### src/rtl/snes_serializer.sv
// SNES controller emulator: answers the console's latch/clock protocol with a 16-bit button word.
// Latency: a synchronised snes_clk rise updates snes_data within SYNC_STAGES+2 clk cycles.
// Backpressure: none; the console paces the frame, and edges outside a valid frame are ignored.
//
// Ports:
//   clk         system clock, all state changes on the rising edge
//   reset       synchronous active-high reset
//   data_in     button word, active-high pressed (bits 11:0 used, 15:12 forced released)
//   snes_latch  console latch line (asynchronous)
//   snes_clk    console serial clock line (asynchronous)
//   snes_data   serial data to the console, active-low, registered
//   busy        high while a frame is being shifted
//   frame_done  one-cycle pulse when the 16th bit has been shifted out
//   bit_idx     index of the bit currently on snes_data (16 = past the end)
module snes_serializer #(
    parameter int SYNC_STAGES = 2
) (
    input  logic        clk,
    input  logic        reset,
    input  logic [15:0] data_in,
    input  logic        snes_latch,
    input  logic        snes_clk,
    output logic        snes_data,
    output logic        busy,
    output logic        frame_done,
    output logic [4:0]  bit_idx
);

    typedef enum logic [1:0] {
        IDLE    = 2'd0,
        LATCHED = 2'd1,
        SHIFT   = 2'd2,
        DONE    = 2'd3
    } state_t;

    // Synchronizer chains plus one extra delay flop each for edge detection.
    logic [SYNC_STAGES-1:0] latch_sync_q;
    logic [SYNC_STAGES-1:0] sclk_sync_q;
    logic                   latch_dly_q;
    logic                   sclk_dly_q;

    logic latch_s;
    logic sclk_s;
    logic latch_rise;
    logic latch_fall;
    logic sclk_rise;

    state_t      state_q, state_d;
    logic [15:0] shift_q, shift_d;
    logic [4:0]  bit_idx_q, bit_idx_d;
    logic        snes_data_q, snes_data_d;
    logic        busy_q, busy_d;
    logic        frame_done_q, frame_done_d;

    logic [15:0] load_word;
    logic        unused_data_hi;

    // Bits 15:12 are not real buttons; they always shift out as released.
    assign load_word      = {4'b0000, data_in[11:0]};
    assign unused_data_hi = ^data_in[15:12];

    assign latch_s    = latch_sync_q[SYNC_STAGES-1];
    assign sclk_s     = sclk_sync_q[SYNC_STAGES-1];
    assign latch_rise = latch_s & ~latch_dly_q;
    assign latch_fall = ~latch_s & latch_dly_q;
    assign sclk_rise  = sclk_s & ~sclk_dly_q;

    always_ff @(posedge clk) begin
        if (reset) begin
            latch_sync_q <= '0;
            sclk_sync_q  <= '0;
            latch_dly_q  <= 1'b0;
            sclk_dly_q   <= 1'b0;
        end else begin
            latch_sync_q <= {latch_sync_q[SYNC_STAGES-2:0], snes_latch};
            sclk_sync_q  <= {sclk_sync_q[SYNC_STAGES-2:0], snes_clk};
            latch_dly_q  <= latch_s;
            sclk_dly_q   <= sclk_s;
        end
    end

    always_ff @(posedge clk) begin
        if (reset) begin
            state_q      <= IDLE;
            shift_q      <= 16'h0000;
            bit_idx_q    <= 5'd0;
            snes_data_q  <= 1'b1;
            busy_q       <= 1'b0;
            frame_done_q <= 1'b0;
        end else begin
            state_q      <= state_d;
            shift_q      <= shift_d;
            bit_idx_q    <= bit_idx_d;
            snes_data_q  <= snes_data_d;
            busy_q       <= busy_d;
            frame_done_q <= frame_done_d;
        end
    end

    always_comb begin
        state_d      = state_q;
        shift_d      = shift_q;
        bit_idx_d    = bit_idx_q;
        frame_done_d = 1'b0;

        case (state_q)
            IDLE: begin
                if (latch_rise) begin
                    state_d   = LATCHED;
                    shift_d   = load_word;
                    bit_idx_d = 5'd0;
                end
            end

            LATCHED: begin
                // Transparent load: the word tracks data_in until the latch falls.
                shift_d   = load_word;
                bit_idx_d = 5'd0;
                if (latch_fall) begin
                    state_d = SHIFT;
                end
            end

            SHIFT: begin
                // A latch rise outranks a simultaneous clock rise and aborts the frame.
                if (latch_rise) begin
                    state_d   = LATCHED;
                    shift_d   = load_word;
                    bit_idx_d = 5'd0;
                end else if (sclk_rise && !latch_s) begin
                    shift_d   = {1'b0, shift_q[15:1]};
                    bit_idx_d = bit_idx_q + 5'd1;
                    if (bit_idx_q == 5'd15) begin
                        state_d      = DONE;
                        frame_done_d = 1'b1;
                    end
                end
            end

            DONE: begin
                if (latch_rise) begin
                    state_d   = LATCHED;
                    shift_d   = load_word;
                    bit_idx_d = 5'd0;
                end
            end

            default: begin
                state_d   = IDLE;
                shift_d   = 16'h0000;
                bit_idx_d = 5'd0;
            end
        endcase

        // Outputs are registered from next-state values so they line up with state_q.
        busy_d      = (state_d == SHIFT);
        snes_data_d = (state_d == DONE) ? 1'b0 : ~shift_d[0];
    end

    assign snes_data  = snes_data_q;
    assign busy       = busy_q;
    assign frame_done = frame_done_q;
    assign bit_idx    = bit_idx_q;

endmodule

### config.mk
export PLATFORM = sky130hd
export DESIGN_NAME = snes_serializer
export DESIGN_NICKNAME = d
export VERILOG_FILES = /design/src/rtl/snes_serializer.sv
export SDC_FILE = /design/constraint.sdc
export NUM_CORES = 1
export LEC_CHECK = 0
export BUFFER_PORTS_ARGS = -buffer_cell sky130_fd_sc_hd__buf_4
export CAP_MARGIN = 10
export CORE_MARGIN = 10
export CORE_UTILIZATION = 50
export DETAILED_ROUTE_END_ITERATION = 16
export PLACE_DENSITY = 0.85
export RECOVER_POWER = 100
export SYNTH_ARGS = -nofsm -noshare
export SYNTH_HDL_FRONTEND = slang
export SYNTH_SLANG_ARGS = --single-unit
### constraint.sdc
create_clock -name clk -period 2.1 [get_ports clk]
set_input_delay 0.21 -clock clk [delete_from_list [all_inputs] [get_ports clk]]
set_output_delay 0.21 -clock clk [all_outputs]
set_load 0.02 [all_outputs]
# After elaboration in Yosys (flattened, before gate mapping)
# Index checks and enable logic that the tools add are counted.
dict set report totals {
  wordCells 51
  ramBits 0
  mem_count 0
  latch_bits 0
  romBits 0
  regBits 32
  output_inout_bits 8
  in_bits 20
}
dict set report classes {
  muxes 16
  bitwise 9
  shift 0
  mul 0
  n_eq_ne 8
  magnitude_cmp 0
  reduce_logical 6
  add_sub_neg 1
  div 0
}
# operator n
set ops {}
lappend ops {{2-to-1 mux 16 bit} 3}
lappend ops {{case mux 16 bit (3 select lines)} 1}
lappend ops {{2-to-1 mux 5 bit} 3}
lappend ops {{case mux 5 bit (3 select lines)} 1}
lappend ops {{2-to-1 mux 2 bit} 5}
lappend ops {{equality test 2 bit, second input constant} 4}
lappend ops {{NOT 1 bit} 6}
lappend ops {{case mux 2 bit (3 select lines)} 1}
lappend ops {{adder 5 x 1 -> 5 bit, second input constant} 1}
lappend ops {{equality test 5 x 4 -> 1 bit, second input constant} 1}
lappend ops {{OR reduction 4 bit} 1}
lappend ops {{AND 1 bit} 3}
lappend ops {{inequality test 3 bit, second input constant} 1}
lappend ops {{equality test 2 x 1 -> 1 bit, second input constant} 1}
lappend ops {{zero test 2 bit} 1}
lappend ops {{2-to-1 mux 1 bit} 2}
lappend ops {{inequality test 2 x 1 -> 1 bit, second input constant} 1}
lappend ops {{AND reduction 2 bit} 1}
lappend ops {{OR reduction 2 bit} 1}
lappend ops {{logical AND 1 bit} 1}
lappend ops {{zero test 1 bit} 1}

# Depth between registers and ports, before layout
dict set report depth {
  word_depth 8
  ltp_mapped 8
  depth_no_buf 7
}

# Worst setup path after synthesis
# OpenSTA, ideal clock, no wires.
dict set report synth_path {
  path_type {register to register}
  from {register state_q[0]}
  to {register shift_q[6]}
  arrival_time_ns 1.742
  path_stages_with_launch 8
  setup_ns 0.136
  synth_period_minus_slack_ns 1.878
  path_slack_ns 0.222
  required_ns 1.964
  n_path_buf 1
  cell_sequence {dfxtp_1 inv_1 ha_1 nor4b_4 nor3_4 buf_6 a221oi_2 nor3_2}
}
dict set report synth_via {
  elab_chain_cells 4
  word_cells_on_any_way 9
  cone_classes {eq/ne: 5; mux: 1; reduce/logical: 3}
}
# element line_no
set synth_lines {}
lappend synth_lines {{start, declared} 48} ;# state_t state_q, state_d;
lappend synth_lines {{start signal, assigned} 91} ;# state_q <= state_d;
lappend synth_lines {{equality test 2 bit or zero test 2 bit (tied branches)} 106} ;# case (state_q)
lappend synth_lines {{OR reduction 2 bit (no line)} --}
lappend synth_lines {{inequality test 2 x 1 -> 1 bit (no line)} --}
lappend synth_lines {{AND reduction 2 bit (no line)} --}
lappend synth_lines {{end signal, assigned} 92} ;# shift_q <= shift_d;
lappend synth_lines {{end, declared} 49} ;# logic [15:0] shift_q, shift_d;
# Several ways; a longest one is shown, not always the timed one.
# A chain may end at the register's enable or synchronous reset.

# Final worst setup path
dict set report layout_path {
  from {register state_q[0]}
  to {register shift_q[4]}
}
# The elaborated chain is that of the path after synthesis.

==> impl_results.md <==
- Dominant cells by area after synthesis: sky130_fd_sc_hd__dfxtp_1, sky130_fd_sc_hd__a221oi_2, sky130_fd_sc_hd__nor3_2, sky130_fd_sc_hd__nor2_1, sky130_fd_sc_hd__a221oi_1
- Summed instance area of the synthesized netlist: 1440 µm²
- GRT overflow: 0
- Number of nets in the final layout: 193
- Site Rows: 19
- Fraction of the yosys area taken by sequential cells: 0.431
- Clock tree from TritonCTS: built
- Number of antenna violations at the first check in global routing: 0
- Number of routed nets with antenna violations: 0
- Number of placed instances, taps included: 189
- Insertion delay to the later sink of the worst-skew pair: 0.33 ns
- Drt initial violations: 73
- Hold buffers post-CTS: 0
- Average instance area after synthesis: 10.2 µm²
- H-Tree Level Count: 2
- Clock slew seen by the registers of the worst setup and hold paths: 0.09 ns
- Most common cell in the netlist: sky130_fd_sc_hd__dfxtp_1
- Pleak: 0.661 nW
- Starting Density: 0.522
- Detailed-route DRC error count: 0
- Count of placed standard cells in the final layout, fillers left out: 201
- Total number of vias: 1138
- Path class of the lowest-slack min-delay path: in -> reg
- Vertical die dimension: 73.7 µm
- Synth async-reset ratio: 0
- Syn Inst Count: 141
- Maximum number of pins on one net before global-route repair: 27
- Transition time of the tightest slew-check pin: 0.367 ns
- WL per Instance: 14.7 µm
- Data required time of the critical path: 2.32 ns
- Relative area change from synthesis to final layout: 17.2%
- Maximum Capacitance Violations: 0
- Area taken by flip-flops and latches: 621 µm²
- Number of antenna cells inserted: 0
- Result of the run: complete, no violations
- Wirelength, routed: 2.96 mm
- Setup slack after layout: 0.126 ns
- Proportion of layout cells with a drive suffix above 1: 0.306
- CTS buffer count: 5
- Via density per instance: 5.66
- Quantity of I/O buffers inserted on ports: 23
- Final Hold Vio Count: 0
- Most frequent cells after synthesis: sky130_fd_sc_hd__dfxtp_1, sky130_fd_sc_hd__nor2_1, sky130_fd_sc_hd__nor3_2, sky130_fd_sc_hd__a221oi_2
- Cell at the root of the clock tree: sky130_fd_sc_hd__clkbuf_4
- Shortest clock period the worst path allows after layout: 1.97 ns
- Post-synth cell types: 42
- Detailed placement HPWL: 2.09 mm
- Largest vdd supply drop: 0.000506 V
- Yosys warnings: 0
- Core area: 2760 µm²
- Critical setup path kind: reg -> reg
- Final sum of negative setup slack: 0 ns
- Wire length of the first global-routing pass: 4.73 mm
- Final GP Congestion: 0.918
- Setup Viol. Count Final: 0
- DIE AREA: 5430 µm²
- Number of pins exceeding their max-slew limit in the final report: 0
- Critical-path maximum fanout: 10
- Ratio of total power to cell area: 713 nW/µm²
- Data arrival time of the worst path: 2.20 ns
- Setup repair after global routing missed its margin: false
- Cell type contributing the most total cell area after synthesis: sky130_fd_sc_hd__dfxtp_1
- Worst slew slack as a fraction of its limit: 0.754
- Worst Clk Skew: 0.00927 ns
- Post-route clock period utilization: 0.940
- Vias in the first global route: 1093
- Number of nets in the synthesized netlist: 165
- GRT Overall Usage: 0.110
- Synth top area share: 0.431
- Post-layout util: 0.612
- First-pass iteration count of the detailed router: 5
- Primary FF master, synth: sky130_fd_sc_hd__dfxtp_1
- Clock tree buffer depth: 2
- Critical path endpoint category: flop
- Number of fill cells: 240
- Type of element launching the critical path: flop
- Flip-flop and latch count after synthesis: 31
- Highest attainable clock frequency: 0.507 GHz
- Multi-input logic area: 737 µm²
- Number of enable-type register cells in the synthesized netlist: 0
- Die X-Extent: 73.7 µm
- Sink count of the clock tree: 31
- Place WS: 0.149 ns
- I/O pin count: 28
==> flip-flops by register name, summed over array words and instances, names as in the netlist <==
register      flops
state_q           2
sclk_dly_q        1
shift_q          15
snes_data         1
sclk_sync_q       2
bit_idx           5
frame_done        1
latch_sync_q      2
busy              1
latch_dly_q       1
==> through the flow <==
step                power, mW  cell area [µm²]  hold slack [ns]
floorplan               0.779             1440            0.338
global placement        0.813             1610            0.420
detailed placement      0.822             1610            0.424
CTS                      1.20             1680           0.0791
global route             1.27             1690           0.0639
finish                   1.20             1690           0.0863
==> worst max-delay path, cell delays in order (launching register included) <==
cell and delay [ns]:
sky130_fd_sc_hd__dfxtp_1 0.39, sky130_fd_sc_hd__inv_1 0.06, sky130_fd_sc_hd__ha_1 0.40, sky130_fd_sc_hd__nor4b_4 0.42
sky130_fd_sc_hd__nor3_4 0.08, sky130_fd_sc_hd__buf_12 0.15, sky130_fd_sc_hd__a221oi_1 0.28, sky130_fd_sc_hd__nor3_2 0.08
==> layout by cell type, fill, tap and decap left out, types with 2 or more instances in the layout <==
cell type                  netlist  layout
sky130_fd_sc_hd__nand2_1         6       6
sky130_fd_sc_hd__clkbuf_1        1       9
sky130_fd_sc_hd__nor2_1         17      17
sky130_fd_sc_hd__nor3_1          2       2
sky130_fd_sc_hd__or3_1           2       2
sky130_fd_sc_hd__and3_1          2       2
sky130_fd_sc_hd__a221oi_2        7       6
sky130_fd_sc_hd__nand3_1         4       4
sky130_fd_sc_hd__nor3_2         10      10
sky130_fd_sc_hd__inv_1           6       6
sky130_fd_sc_hd__xor2_1          2       2
sky130_fd_sc_hd__buf_4           0      18
sky130_fd_sc_hd__clkbuf_8        0       2
sky130_fd_sc_hd__ha_1            4       4
sky130_fd_sc_hd__o31ai_1         2       2
sky130_fd_sc_hd__a221oi_1        6       7
sky130_fd_sc_hd__clkbuf_4        0       7
sky130_fd_sc_hd__dfxtp_1        31      31
sky130_fd_sc_hd__a21oi_1         5       5
sky130_fd_sc_hd__nor2b_1         6       6
==> logic make-up (layout without fill, tap and decap cells) <==
group,after synthesis,count (layout),share of synthesized area
AND/OR/NAND/NOR,62,62,0.288
flip-flops,31,31,0.431
AO/OA/AOI/OAI,27,27,0.171
buffers and inverters,14,43,0.0565
adder cells (fa/ha/maj),4,4,0.0348
XOR/XNOR,3,3,0.0182
==> path summary, 6_finish.rpt <==
path,end,slack [ns],startpoint,cells past startpoint
max reg2reg,shift_q[4],0.13,state_q[0],7
min reg2reg,sclk_sync_q[1],0.46,sclk_sync_q[0],1
min,sclk_sync_q[0],0.09,snes_clk,2
max,shift_q[4],0.13,state_q[0],7
==> where the power goes <==
| group | total [mW] | switching [mW] | internal (mW) |
|---|---|---|---|
| Sequential | 0.638 | 0.0195 | 0.618 |
| Combinational | 0.181 | 0.0978 | 0.0837 |
| Clock | 0.384 | 0.188 | 0.197 |
==> layer usage <==
metal,vias to the layer above,share of wire,track usage
met3,8,0.076,0.0498
met1,537,0.41,0.118
met2,26,0.49,0.166
met4,0,0.022,0.0787
met5,-,0,0
li1,567,-,-
==> layout make-up <==
| cell class | count | share of cell area |
|---|---|---|
| clock buffers | 8 | 0.0408 |
| inverters | 6 | 0.0133 |
| multi-input cells | 96 | 0.437 |
| flip-flops and latches | 31 | 0.368 |
| well taps | 31 | 0.0230 |
| repair buffers | 29 | 0.119 |
==> what timing repair did <==
item,in CTS,in global routing
endpoints found under the setup margin,0,5
resized for setup,0,1
buffers inserted,0,4
Power figures use the tool's default switching activity.
